<file path="config.mk">
export PLATFORM = sky130hd
export DESIGN_NAME = fsm_run_sched
export DESIGN_NICKNAME = d
export VERILOG_FILES = /design/src/rtl/fsm_run_sched.sv
export SDC_FILE = /design/constraint.sdc
export NUM_CORES = 1
export LEC_CHECK = 0
export BUFFER_PORTS_ARGS = -buffer_cell sky130_fd_sc_hd__buf_2
export CORE_MARGIN = 5
export CORE_UTILIZATION = 30
export DETAILED_ROUTE_END_ITERATION = 8
export HOLD_SLACK_MARGIN = 0.12
export SLEW_MARGIN = 40
export SYNTH_ARGS = -nofsm -noshare
export SYNTH_HDL_FRONTEND = slang
export SYNTH_SLANG_ARGS = --single-unit
</file>
<file path="constraint.sdc">
create_clock -name clock -period 3.6 [get_ports clock]
set_input_delay 0.18 -clock clock [delete_from_list [all_inputs] [get_ports clock]]
set_output_delay 0.18 -clock clock [all_outputs]
set_load 0.005 [all_outputs]
</file>
<file path="src/rtl/fsm_run_sched.sv">
// fsm_run_sched: round-robin run-length detector shared by N_CH channels; in: clock, reset_n, req/x/clr[N_CH]; out: grant[N_CH], y_valid, y, y_ch[CHW], y_level
module fsm_run_sched #(
  parameter int N_CH = 4,
  parameter int RUN_LEN = 4,
  localparam int CHW = $clog2(N_CH),
  localparam int CW = $clog2(RUN_LEN)
) (
  input  logic            clock,
  input  logic            reset_n,
  input  logic [N_CH-1:0] req,
  input  logic [N_CH-1:0] x,
  input  logic [N_CH-1:0] clr,
  output logic [N_CH-1:0] grant,
  output logic            y_valid,
  output logic            y,
  output logic [CHW-1:0]  y_ch,
  output logic            y_level
);
  localparam logic [CW-1:0] TOP = CW'(RUN_LEN - 1);
  logic [N_CH-1:0] e, elig;
  logic [N_CH-1:0][CW-1:0] c;
  logic [CHW-1:0] ptr, k, j, nptr;
  logic any, match, wrap, e_n, hit;
  logic [CW-1:0] c_n;
  assign elig = req & ~clr;
  assign any = |elig;
  always_comb begin
    k = '0;
    j = '0;
    for (int o = N_CH - 1; o >= 0; o--) begin
      j = CHW'((int'(ptr) + o) % N_CH);
      k = elig[j] ? j : k;
    end
  end
  assign grant = (reset_n && any) ? N_CH'(1) << k : '0;
  assign nptr = (k == CHW'(N_CH - 1)) ? '0 : k + CHW'(1);
  assign match = x[k] == e[k];
  assign wrap = c[k] == TOP;
  assign c_n = (match && !wrap) ? c[k] + CW'(1) : '0;
  assign e_n = e[k] ^ (match & wrap);
  assign hit = c_n == TOP;
  always_ff @(posedge clock or negedge reset_n) begin
    if (!reset_n) begin
      e <= '0;
      c <= '0;
      ptr <= '0;
      y_valid <= 1'b0;
      y <= 1'b0;
      y_ch <= '0;
      y_level <= 1'b0;
    end else begin
      for (int i = 0; i < N_CH; i++) begin
        if (clr[i]) begin
          e[i] <= 1'b0;
          c[i] <= '0;
        end
      end
      y_valid <= any;
      if (any) begin
        e[k] <= e_n;
        c[k] <= c_n;
        ptr <= nptr;
        y <= hit;
        y_ch <= k;
        y_level <= e[k];
      end
    end
  end
endmodule
</file>
# == Yosys cells after proc, flatten, opt, wreduce, memory -nomap -nowiden ==
# Cells that the tools add are included.
# totals
input_bits,14
reg_bits,19
output_inout_bits,9
# classes
shift,1
mux,37
order_cmp,6
n_reduce_logical,5
n_eq_ne,4
bitwise,4
addsub,5
# op_table
cell,n
2-to-1 mux 2 bit,12
"less-than comparator 2 x 3 -> 1 bit, second input constant",5
binary-select mux 1 bit (select 2 bit),6
2-to-1 mux 1 bit,11
bitwise mux 8 bit,1
2-to-1 mux 4 bit,2
2-to-1 mux 8 bit,1
"adder 2 x 1 -> 2 bit, second input constant",3
"== test 2 bit, second input constant",3
"adder 2 bit, second input constant",2
AND 4 bit,1
binary-select mux 2 bit (select 2 bit),1
bitwise mux 4 bit,1
demux 2 bit (select 2 bit),1
NOT 4 bit,1
OR reduction 4 bit,1
"left shift 1 x 2 -> 4 bit, first input constant",1
logical AND 1 bit,3
demux 1 bit (select 2 bit),1
">= comparator 2 x 1 -> 1 bit, second input constant",1
AND 1 bit,1
== test 1 bit,1
zero test 1 bit,1
bitwise XOR 1 bit,1

# == Logic depth before layout (Yosys ltp) ==
# Gate-level depths: netlist of the first run.
# logic_depth
ltp_word,16
depth_mapped,13
ltp_nobuf,10

# == Least setup slack after synthesis of the first run ==
# OpenSTA, ideal clock, no wires.
# synth_timing
kind,register -> register
from,register ptr[1]
to,register e[3]
path_buffers,2
setup_slack_ps,877
stages_incl_launch_ff,11
arrival_time_ps,2569
cell_sequence,dfrtp_1 or4b_4 a21boi_1 and3_1 buf_2 mux2i_1 ha_1 buf_1 a221oi_1 a211oi_1 o31ai_1
# synth_between
elab_chain_cells,14
elab_cells_between_ends,32
classes_between,add/sub (3); order compare (2); eq/ne (2); mux (22); bitwise (2); reduce/logical (1)
# synth_lines
item,line_no,text
start: declaration,22,"logic [CHW-1:0] ptr, k, j, nptr;"
start signal: assignment,62,ptr <= nptr;
adder 2 bit,31,j = CHW'((int'(ptr) + o) % N_CH);
binary-select mux 1 bit (select 2 bit),32,k = elig[j] ? j : k;
2-to-1 mux 1 bit (not written as such),32,
2-to-1 mux 2 bit (3 in series),32,
2-to-1 mux 2 bit (*),32,
named net k[0],22,
binary-select mux 2 bit (select 2 bit) (tied with other cells),38,assign wrap = c[k] == TOP;
2-to-1 mux 2 bit (not written as such) (tied with other cells),38,
== test 2 bit / == test 1 bit (equally long branches),"38, 37",
AND 1 bit,40,assign e_n = e[k] ^ (match & wrap);
bitwise XOR 1 bit,40,
bitwise mux 4 bit (*),60,e[k] <= e_n;
2-to-1 mux 4 bit (*),59,if (any) begin
end signal: indexed assignment,60,
end: declaration,20,"logic [N_CH-1:0] e, elig;"
# Mark *: on every way through the listed nets, which the timed path passes. The rest lies on a longest branch. The select of a mux whose other input is x is not followed.
# A chain may end at the register's enable or synchronous reset.

# == Worst setup path in the final report of the first run ==
# layout_timing
from,register ptr[0]
to,register e[3]
# layout_between
elab_chain_cells,14
elab_cells_between_ends,32
classes_between,add/sub (3); order compare (2); eq/ne (2); mux (22); bitwise (2); reduce/logical (1)
# layout_lines
item,line_no
adder 2 bit,31
binary-select mux 1 bit (select 2 bit),32
2-to-1 mux 1 bit (not written as such),32
2-to-1 mux 2 bit (3 in series),32
2-to-1 mux 2 bit (*),32
binary-select mux 2 bit (select 2 bit) (tied with other cells),38
2-to-1 mux 2 bit (not written as such) (tied with other cells),38
== test 2 bit / == test 1 bit (equally long branches),"38, 37"
AND 1 bit,40
bitwise XOR 1 bit,40
bitwise mux 4 bit (*),60
2-to-1 mux 4 bit (*),59
# Mark *: on every way between the ends. The rest lies on a longest branch, timed or not. The select of a mux whose other input is x is not followed.

==> results by group, run 1 <==
Status
  – Status: complete, no violations

Placed design
  – Placer Congestion: ~0.86
  – I/O Buffers: 22
  – Area after DPL: approximately 1600 sq um
  – DP Wirelength: between 2 and 3 mm
  – Post-Place Cells: 215

Synth
  – Unique masters post-synth: between 40 and 50
  – Yosys warning count: 0
  – Synth cell count leaders: dfrtp_1, nand3b_1, nor2_1
  – Synth area leader: dfrtp_1
  – Flops & latches, synth: 19
  – Synth Cell Area: 1380 sq um
  – Count leader, synth: dfrtp_1
  – Syn Inst Count: 140
  – Async SR Flop Fraction: 100%
  – Top post-synthesis cells by area: dfrtp_1, nand3b_1, mux2i_1, ha_1, o31ai_2
  – Post-synth EDFFs: 0
  – Sequential-to-total area share from yosys stat: 34.5%
  – Mapped Avg Cell Area: 9.85 sq um
  – Synth top area share: 34.5%
  – Ys flop type: dfrtp_1
  – Syn_nets: 159

Die
  – Total core area: approximately 4400 sq um
  – Row count: 24
  – Die H: slightly below 80 um
  – Initial Util: a little under a third
  – Top Ports: 23
  – Die X: around 80 um
  – Die Area: slightly above 6000 sq um

Clocking
  – Clk_lat worst skew: 0.26 ns
  – TritonCTS clock tree: yes
  – Clock root cell: clkbuf_8
  – Worst-path clk slew: roughly 0.080 ns
  – CTS resizes: 0
  – Post-CTS Setup Inserts: 0
  – CTS Sinks: 19
  – H-tree Lvls: 1
  – Number of buffers created by CTS: 3
  – Max clock buf depth: 2

Worst setup path
  – Worst Path Arrival: roughly 3.2 ns
  – Reg2Reg Depth: 11
  – Setup crit start kind: register
  – CP Launch Point: ptr[0]
  – Critical path type: register to register
  – Worst reg-to-reg setup slack: ~0.51 ns
  – Worst flop-to-flop path startpoint: ptr[0]
  – Maximum fanout along the worst path: 9
  – Worst reg2reg endpoint: e[3]
  – Worst Path Required: roughly 3.7 ns
  – Endpoint type of the worst setup path: register

Job
  – Max-cap violation count: 0

Routing
  – Total number of vias: 1,204
  – Initial DRC count: ~150
  – Vias per cell: 5.47
  – Post-route ant nets: 0
  – DRC Markers: 0
  – Drt wl/cell: 16.5 um
  – Total wire length: ~3.6 mm
  – DRT Pass-1 Iters: 4

Timing
  – Setup Viol. Count Final: 0
  – Fin crit period: about 3.1 ns
  – Skew final: 0.00192 ns
  – Slew @ Worst Pin: 0.710 ns
  – Slew Viols, Final: 0
  – Setup_tns: 0 ns
  – Worst hold slack: between 0.2 and 0.3 ns
  – Final period util: between 80% and 90%
  – Max Fclk: between 300 and 400 MHz
  – RSZ-0062 raised after global routing: no
  – Final hold vios: 0
  – Max-slew headroom: between 50% and 60%

Finish
  – Area Overhead vs Synth: 17.9%
  – Layout Nets: 188
  – Layout Cells excl Fill: between 200 and 250
  – Antenna diodes: 0
  – Final instance area: between 1500 and 2000 sq um
  – Share of cells above drive strength 1: between 20 and 30%

Power
  – Cell internal pwr: ~450 uW
  – Switch share: about two fifths
  – Switching pwr: around 280 uW
  – Clock Power Share: between 20% and 30%
  – Power Total: between 700 and 800 uW
  – Share of total power in combinational logic: a little under 40%
  – Sequential share of power: about two fifths
  – Worst vdd ir: 0.190 mV
  – Pwr Density: 452 nW/um^2
  – Leakage: 0.000723 uW

GRT
  – Number of global-route vias before repair: 1,211
  – Total track usage: approximately 13%
  – Global route total overflow: 0
  – Initial antenna violation count: 0
  – First-pass GRT wire length: 6.16 mm
  – Largest net degree at the start of global routing: 24

Hold path
  – Min-delay worst type: input port to register
  – Worst Hold Endpoint: e[2]
  – Hold_sp: clr[2]
  – Hold path depth: 3
## routing by layer
| layer | wire length, um | up-vias | track usage, % |
|---|---|---|---|
| met5 | 0 | - | 0 |
| met4 | 82 | 0 | 5.67 |
| met1 | 1670 | 575 | 17.5 |
| met3 | 240 | 7 | 2.08 |
| met2 | 1630 | 40 | 18.8 |
| li1 | - | 582 | - |
## worst max-delay path by stage
stage / to / slack (ns)
3_5_place_dp: e[1] / 0.39
3_3_place_gp: e[3] / 0.46
2_1_floorplan: e[3] / 0.88
4_1_cts: e[3] / 0.55
5_1_grt: e[0] / 0.22
6_report: e[3] / 0.51
## through the flow
stage                     util (%)  setup slack [ns]
after floorplan                  -             0.877
after global placement        35.6             0.462
after detailed placement      35.6             0.385
after CTS                     36.8             0.549
after global routing          36.8             0.219
final                         36.8             0.512
## what timing repair did
action | 4_1_cts | 5_1_grt
endpoints found under the setup margin | 0 | 0
hold buffers | 1 | 0
hold endpoints to repair | 19 | 0
## logic make-up after synthesis
logic type	synth area share [%]
AO/OA/AOI/OAI	23.8
AND/OR/NAND/NOR	25.6
flip-flops	34.5
buffers and inverters	3.99
multiplexers	5.08
XOR/XNOR	2.54
adder cells (fa/ha/maj)	4.54
## critical path, cell delays in order, from the launching register on
cell	delay [ns]
dfrtp_1	0.42
nor3b_1	0.44
a311oi_4	0.12
nor2_2	0.34
buf_4	0.25
mux2i_1	0.19
mux2i_1	0.09
ha_1	0.30
nor2_1	0.12
a21oi_1	0.05
a211oi_1	0.48
o31ai_1	0.15
## power groups by stage
stage	Clock [uW]	Combinational (uW)	Sequential, uW
global placement	0	292	294
detailed placement	0	291	294
global route	171	322	295
floorplan	0	203	284
finish	155	290	290
CTS	161	292	289
## flip-flops by register name (all words and copies together), names as in the netlist
signal,count
ptr,2
y_ch,2
y_level,1
c,8
y_valid,1
e,4
y,1
## layout by cell type, fill, tap and decap left out, types with 2 or more instances in the layout
master	n
xor2_1	4
a21oi_1	4
inv_1	3
buf_4	6
nand2b_1	3
inv_2	3
nand3b_1	13
buf_2	22
o31ai_1	8
mux2i_1	7
a221oi_1	2
o31ai_2	5
dfrtp_1	19
and3_1	6
o41ai_1	4
nor3_1	3
nor2_1	11
clkbuf_8	3
nor2b_1	5
nand2_1	8
or4_1	2
ha_1	5
## cell type report
type,count,area (sq um)
Fill cell,456,2790
Sequential cell,19,475
Tap cell,52,65.1
Timing Repair Buffer,29,165
Inverter,7,26.3
Multi-Input combinational cell,109,848
Clock buffer,4,45.0
Note: power is estimated with default switching activity, not from simulation.
==> inputs of run 2 (changes only) <==
BUFFER_PORTS_ARGS = default   (was -buffer_cell sky130_fd_sc_hd__buf_2)
DONT_BUFFER_PORTS = 1   (was default)
==> results by group, run 2 (synthesis gave the netlist of run 1 again) <==
GRT
  – Number of global-route vias before repair: 1,225 (+1.2%)
  – Largest net degree at the start of global routing: 20 (-17%)
  – Global route total overflow: 0 (unchanged)
  – Met2 Resource Use GR: 19.9% (+1.1 points)
  – M3 GR Usage: 2.43% (+0.35 points)
  – Total track usage: 12.9% (+0.33 points)
  – First-pass GRT wire length: 6.20 mm (+0.57%)
  – Met1 Use GR: 16.5% (-0.99 points)
  – Initial antenna violation count: 0 (unchanged)
  – Most crowded layer after global routing: met2

Die
  – Total core area: 4410 sq um (unchanged)
  – Top Ports: 23 (unchanged)
  – Die Area: 6050 sq um (unchanged)
  – Die H: 77.8 um (unchanged)
  – Die X: 77.8 um (unchanged)
  – Row count: 24 (unchanged)
  – Initial Util: 31.2% (unchanged)

Finish
  – Share of cells above drive strength 1: 17.3% (-11 points)
  – Largest register FFs: 8 (unchanged)
  – Final instance area: 1560 sq um (-4.2%)
  – Area Overhead vs Synth: 12.9%
  – Layout Nets: 170 (-9.6%)
  – Most frequent cells in the layout: dfrtp_1, nand3b_1, nor2_1
  – Most common cell after layout, fill and taps aside: dfrtp_1
  – Regs by FF count: c (8), e (4)
  – Top reg by flops: c
  – # fillers: 441 (-3.3%)
  – Antenna diodes: 0 (unchanged)

Clocking
  – Number of buffers created by CTS: 3 (unchanged)
  – Clock root cell: clkbuf_8
  – Worst-path clk slew: 0.07 ns (about the same)
  – Max clock buf depth: 2 (unchanged)
  – CTS Sinks: 19 (unchanged)
  – Clk_lat worst skew: 0.26 ns (about the same)
  – TritonCTS clock tree: yes
  – H-tree Lvls: 1 (unchanged)

Routing
  – Drt wl/cell: 18.5 um (+12%)
  – Initial DRC count: 106 (-27%)
  – Vias per cell: 5.88 (+7.4%)
  – Total number of vias: 1,187 (-1.4%)
  – DRT Pass-1 Iters: 4 (unchanged)
  – DRC Markers: 0 (unchanged)
  – Total wire length: 3.74 mm (+3.0%)
  – Post-route ant nets: 0 (unchanged)

Timing
  – RSZ-0062 raised after global routing: no
  – Final period util: 87.5% (+1.8 points)
  – Final worst setup slack: 0.448 ns (-0.0637 ns)
  – Slew @ Worst Pin: 0.726 ns (+0.0161 ns)
  – Skew final: 0.00296 ns (+0.00104 ns)
  – Slew Viols, Final: 0 (unchanged)
  – Max Fclk: 317 MHz (-2.0%)
  – Final hold vios: 0 (unchanged)
  – Setup Viol. Count Final: 0 (unchanged)
  – Setup_tns: 0 ns (unchanged)
  – Worst hold slack: 0.399 ns (+0.143 ns)
  – Max-slew headroom: 51.5% (-1.1 points)
  – Fin crit period: 3.15 ns (+0.0637 ns)

Worst setup path
  – Worst reg-to-reg setup slack: 0.45 ns (-0.06 ns)
  – Worst flop-to-flop path startpoint: ptr[0]
  – Worst Path Arrival: 3.28 ns (+0.06 ns)
  – Worst reg2reg endpoint: e[2]
  – Reg2Reg Depth: 10 (-1)
  – Critical path type: register to register
  – Setup crit start kind: register
  – Endpoint type of the worst setup path: register
  – Maximum fanout along the worst path: 12 (+3)
  – Worst Path Required: 3.73 ns (about the same)

Power
  – Leakage: 0.000647 uW (-11%)
  – Pwr Density: 458 nW/um^2 (+1.2%)
  – Worst vdd ir: 0.172 mV (-9.5%)

Placed design
  – DP Wirelength: 2.73 mm (+0.46%)
  – Pre-CTS setup slack: 0.433 ns (+0.0472 ns)
  – Placer Congestion: 0.905 (+4.7%)
  – I/O Buffers: 0 (-100%)
  – Area after DPL: 1450 sq um (-8.0%)

Job
  – Max-cap violation count: 0 (unchanged)

Status
  – Status: complete, no violations

Hold path
  – Min-delay worst type: input port to async pin
-- run 2: cell count changes in the layout (fill, tap and decap cells not counted) --
cell	previous run	this run
buf_4	6	4
clkinv_2	0	1
dlygate4sd3_1	1	6
clkbuf_1	1	0
buf_2	22	1
-- run 2: per-layer routing --
layer  up-vias  part of all wire (%)  wire [um]
met2        52                    46       1720
met1       579                    43       1590
met5         -                     0          0
met3        11                   7.6        285
li1        545                     -          -
met4         0                   3.6        134
-- run 2: final cells by class --
type / count / area (sq um) / share of cell area [%]
clock buffers: 3 / 41.3 / 2.65
well taps: 52 / 65.1 / 4.18
inverters: 7 / 26.3 / 1.69
repair buffers: 11 / 95.1 / 6.11
multi-input cells: 109 / 848 / 54.5
flip-flops and latches: 19 / 475 / 30.5
clock inverters: 1 / 5.00 / 0.322
-- run 2: how the worst max path moves through the flow --
| stage | startpoint | endpoint | slack [ns] | cells after the start |
|---|---|---|---|---|
| 2_1_floorplan | ptr[1] | e[3] | 0.88 | 10 |
| 6_report | ptr[0] | e[2] | 0.45 | 10 |
| 3_5_place_dp | req[2] | e[2] | 0.43 | 10 |
| 5_1_grt | ptr[0] | e[3] | 0.12 | 10 |
| 4_1_cts | ptr[0] | e[2] | 0.45 | 10 |
| 3_3_place_gp | req[2] | e[1] | 0.56 | 10 |
-- run 2: timing repair --
action / CTS / global route
hold endpoints to repair: 30 / 20
setup buffers: 0 / 0
hold buffers: 5 / 2
gates resized for setup: 0 / 0
-- run 2: report_power, final --
part | leakage, uW | switching [uW] | total, uW | internal [uW]
sequential | 0.000248 | 40.5 | 293 | 252
combinational | 0.000373 | 160 | 268 | 108
clock | 0.0000255 | 74.6 | 152 | 77.1
-- run 2: through the flow --
step	utilization [%]	cells	power, uW
floorplan	-	140	487
global placement	32.7	191	542
detailed placement	32.7	191	550
CTS	34.9	200	716
global route	35.3	202	763
finish	35.3	202	713
-- run 2: worst max-delay path: stages, from the launching register on --
cell,delay (ns)
dfrtp_1,0.42
nor3b_1,0.42
a311oi_4,0.12
nor2_2,0.60
mux2i_1,0.26
mux2i_1,0.10
ha_1,0.32
nor2_1,0.12
a21oi_1,0.05
a211oi_1,0.47
o31ai_1,0.15
==> inputs of run 3 (changes only) <==
RECOVER_POWER = 100   (was default)
==> results by group, run 3 (synthesis gave the netlist of run 1 again) <==
Clocking
  – Clock root cell: clkbuf_8
  – CTS resizes: 0 (unchanged)
  – Worst-path clk slew: 0.07 ns (about the same)
  – CTS Sinks: 19 (unchanged)
  – Post-CTS Setup Inserts: 0 (unchanged)
  – CTS Hold Bufs: 5 (unchanged)
  – H-tree Lvls: 1 (unchanged)
  – Clk_lat worst skew: 0.26 ns (about the same)
  – TritonCTS clock tree: yes
  – Max clock buf depth: 2 (unchanged)
  – Number of buffers created by CTS: 3 (unchanged)

Placed design
  – Placer Congestion: 0.905 (unchanged)
  – I/O Buffers: 0 (unchanged)
  – Pre-CTS setup slack: 0.433 ns (unchanged)
  – DP Wirelength: 2.73 mm (unchanged)

Routing
  – Total number of vias: 1,181 (-0.51%)
  – Drt wl/cell: 18.4 um (-0.46%)
  – Vias per cell: 5.85 (-0.51%)
  – DRC Markers: 0 (unchanged)
  – Post-route ant nets: 0 (unchanged)
  – Initial DRC count: 125 (+18%)
  – Total wire length: 3.72 mm (-0.46%)
  – DRT Pass-1 Iters: 4 (unchanged)

Timing
  – Skew final: 0.00150 ns (-0.00146 ns)
  – Fin crit period: 3.11 ns (-0.0374 ns)
  – Final worst setup slack: 0.486 ns (+0.0374 ns)
  – Final hold vios: 0 (unchanged)
  – RSZ-0062 raised after global routing: no
  – Max-slew headroom: 29.5% (-22 points)
  – Setup Viol. Count Final: 0 (unchanged)
  – Slew @ Worst Pin: 1.06 ns (+0.332 ns)
  – Final period util: 86.5% (-1.0 points)
  – Slew Viols, Final: 0 (unchanged)
  – Max Fclk: 321 MHz (+1.2%)
  – Setup_tns: 0 ns (unchanged)

Finish
  – Fin util: 34.2% (-1.1 points)
  – Area Overhead vs Synth: 9.35%
  – Regs by FF count: c (8), e (4)
  – Layout Nets: 170 (unchanged)
  – Largest register FFs: 8 (unchanged)
  – Most frequent cells in the layout: dfrtp_1, nand3b_1, nor2_1
  – Antenna diodes: 0 (unchanged)
  – Most common cell after layout, fill and taps aside: dfrtp_1
  – Top reg by flops: c
  – Share of cells above drive strength 1: 10.0% (-7.3 points)

Worst setup path
  – Critical path buffer and inverter count: 0 (unchanged)
  – Worst flop-to-flop path startpoint: ptr[1]
  – Maximum fanout along the worst path: 12 (unchanged)
  – Worst stage delay on the critical path: 0.64 ns (+0.04 ns)
  – Reg2Reg Depth: 9 (-1)
  – Worst reg2reg endpoint: e[3]
  – Worst Path Arrival: 3.24 ns (-0.04 ns)
  – Critical-path top delay cell: a311oi_1
  – Critical path type: register to register
  – Endpoint type of the worst setup path: register
  – Worst Path Required: 3.73 ns (about the same)
  – CP Cell Sequence: nand3b_2 > a311oi_1 > nor2_2 > mux2i_1 > mux2i_1 > ha_1 > a221oi_1 > a211oi_1 > o31ai_1
  – Most used cell, CP: mux2i_1
  – Setup crit start kind: register
  – Delay-heaviest family, CP: compound AO/OA/AOI/OAI gates
  – Worst reg-to-reg setup slack: 0.49 ns (+0.04 ns)

Die
  – Top Ports: 23 (unchanged)
  – Die H: 77.8 um (unchanged)
  – Row count: 24 (unchanged)
  – Initial Util: 31.2% (unchanged)
  – Die Area: 6050 sq um (unchanged)
  – Total core area: 4410 sq um (unchanged)
  – Die X: 77.8 um (unchanged)

GRT
  – Global route total overflow: 0 (unchanged)
  – Initial antenna violation count: 0 (unchanged)
  – M3 GR Usage: 2.43% (unchanged)
  – Number of global-route vias before repair: 1,225 (unchanged)
  – Total track usage: 12.9% (unchanged)
  – First-pass GRT wire length: 6.20 mm (unchanged)
  – Met1 Use GR: 16.5% (unchanged)
  – Largest net degree at the start of global routing: 20 (unchanged)
  – Most crowded layer after global routing: met2
  – Met2 Resource Use GR: 19.9% (unchanged)

Power
  – Worst vdd ir: 0.173 mV (+0.49%)
  – Leakage: 0.000624 uW (-3.6%)
  – Share of total power in combinational logic: 36.2% (-1.5 points)
  – Cell internal pwr: 427 uW (-2.2%)
  – Clock Power Share: 21.9% (+0.6 points)
  – Sequential share of power: 41.9% (+0.8 points)
  – Pwr Density: 463 nW/um^2 (+1.2%)
  – Switching pwr: 271 uW (-1.6%)
  – Switch share: 38.8% (+0.14 points)

Job
  – Max-cap violation count: 0 (unchanged)

Hold path
  – Hold_sp: x[2]
  – Hold path depth: 3
  – Min-delay worst type: input port to register
  – Worst Hold Endpoint: e[0]

Status
  – Status: complete, no violations
==> run 3: cell type report <==
class	instances	area [sq um]
fill	452	2910
clock buffer	3	41.3
inverter	7	26.3
multi-input combinational	109	816
timing repair buffer	11	78.8
sequential	19	475
tap	52	65.1
clock inverter	1	5.00
==> run 3: worst max-delay path by stage <==
| stage | from | end | slack (ns) | cells past startpoint |
|---|---|---|---|---|
| 6_report | ptr[1] | e[3] | 0.49 | 9 |
| 5_1_grt | ptr[0] | e[3] | 0.17 | 10 |
| 4_1_cts | ptr[0] | e[2] | 0.45 | 10 |
| 3_5_place_dp | req[2] | e[2] | 0.43 | 10 |
| 3_3_place_gp | req[2] | e[1] | 0.56 | 10 |
| 2_1_floorplan | ptr[1] | e[3] | 0.88 | 10 |
==> run 3: per-stage QoR <==
step                      power, uW  hold slack (ns)  area, sq um  cells
after global routing            748            0.468         1510    202
after global placement          542           -0.115         1450    191
final                           698            0.445         1510    202
after CTS                       716            0.120         1540    200
after detailed placement        550           -0.115         1450    191
after floorplan                 487           -0.116         1380    140
==> run 3: routing by layer <==
layer / routed length (um) / vias up
met4: 134 / 0
met1: 1650 / 575
met2: 1720 / 50
met3: 220 / 11
li1: - / 545
met5: 0 / -
==> run 3: power groups by stage <==
stage	clock [uW]	combinational, uW	sequential [uW]
floorplan	0	203	284
global placement	0	246	296
detailed placement	0	253	298
CTS	158	265	293
global route	171	279	298
finish	153	253	293
==> run 3: worst min-delay path: cells and delay by family <==
family         cells  cell delay [ns]
AO/OA/AOI/OAI      3             0.49
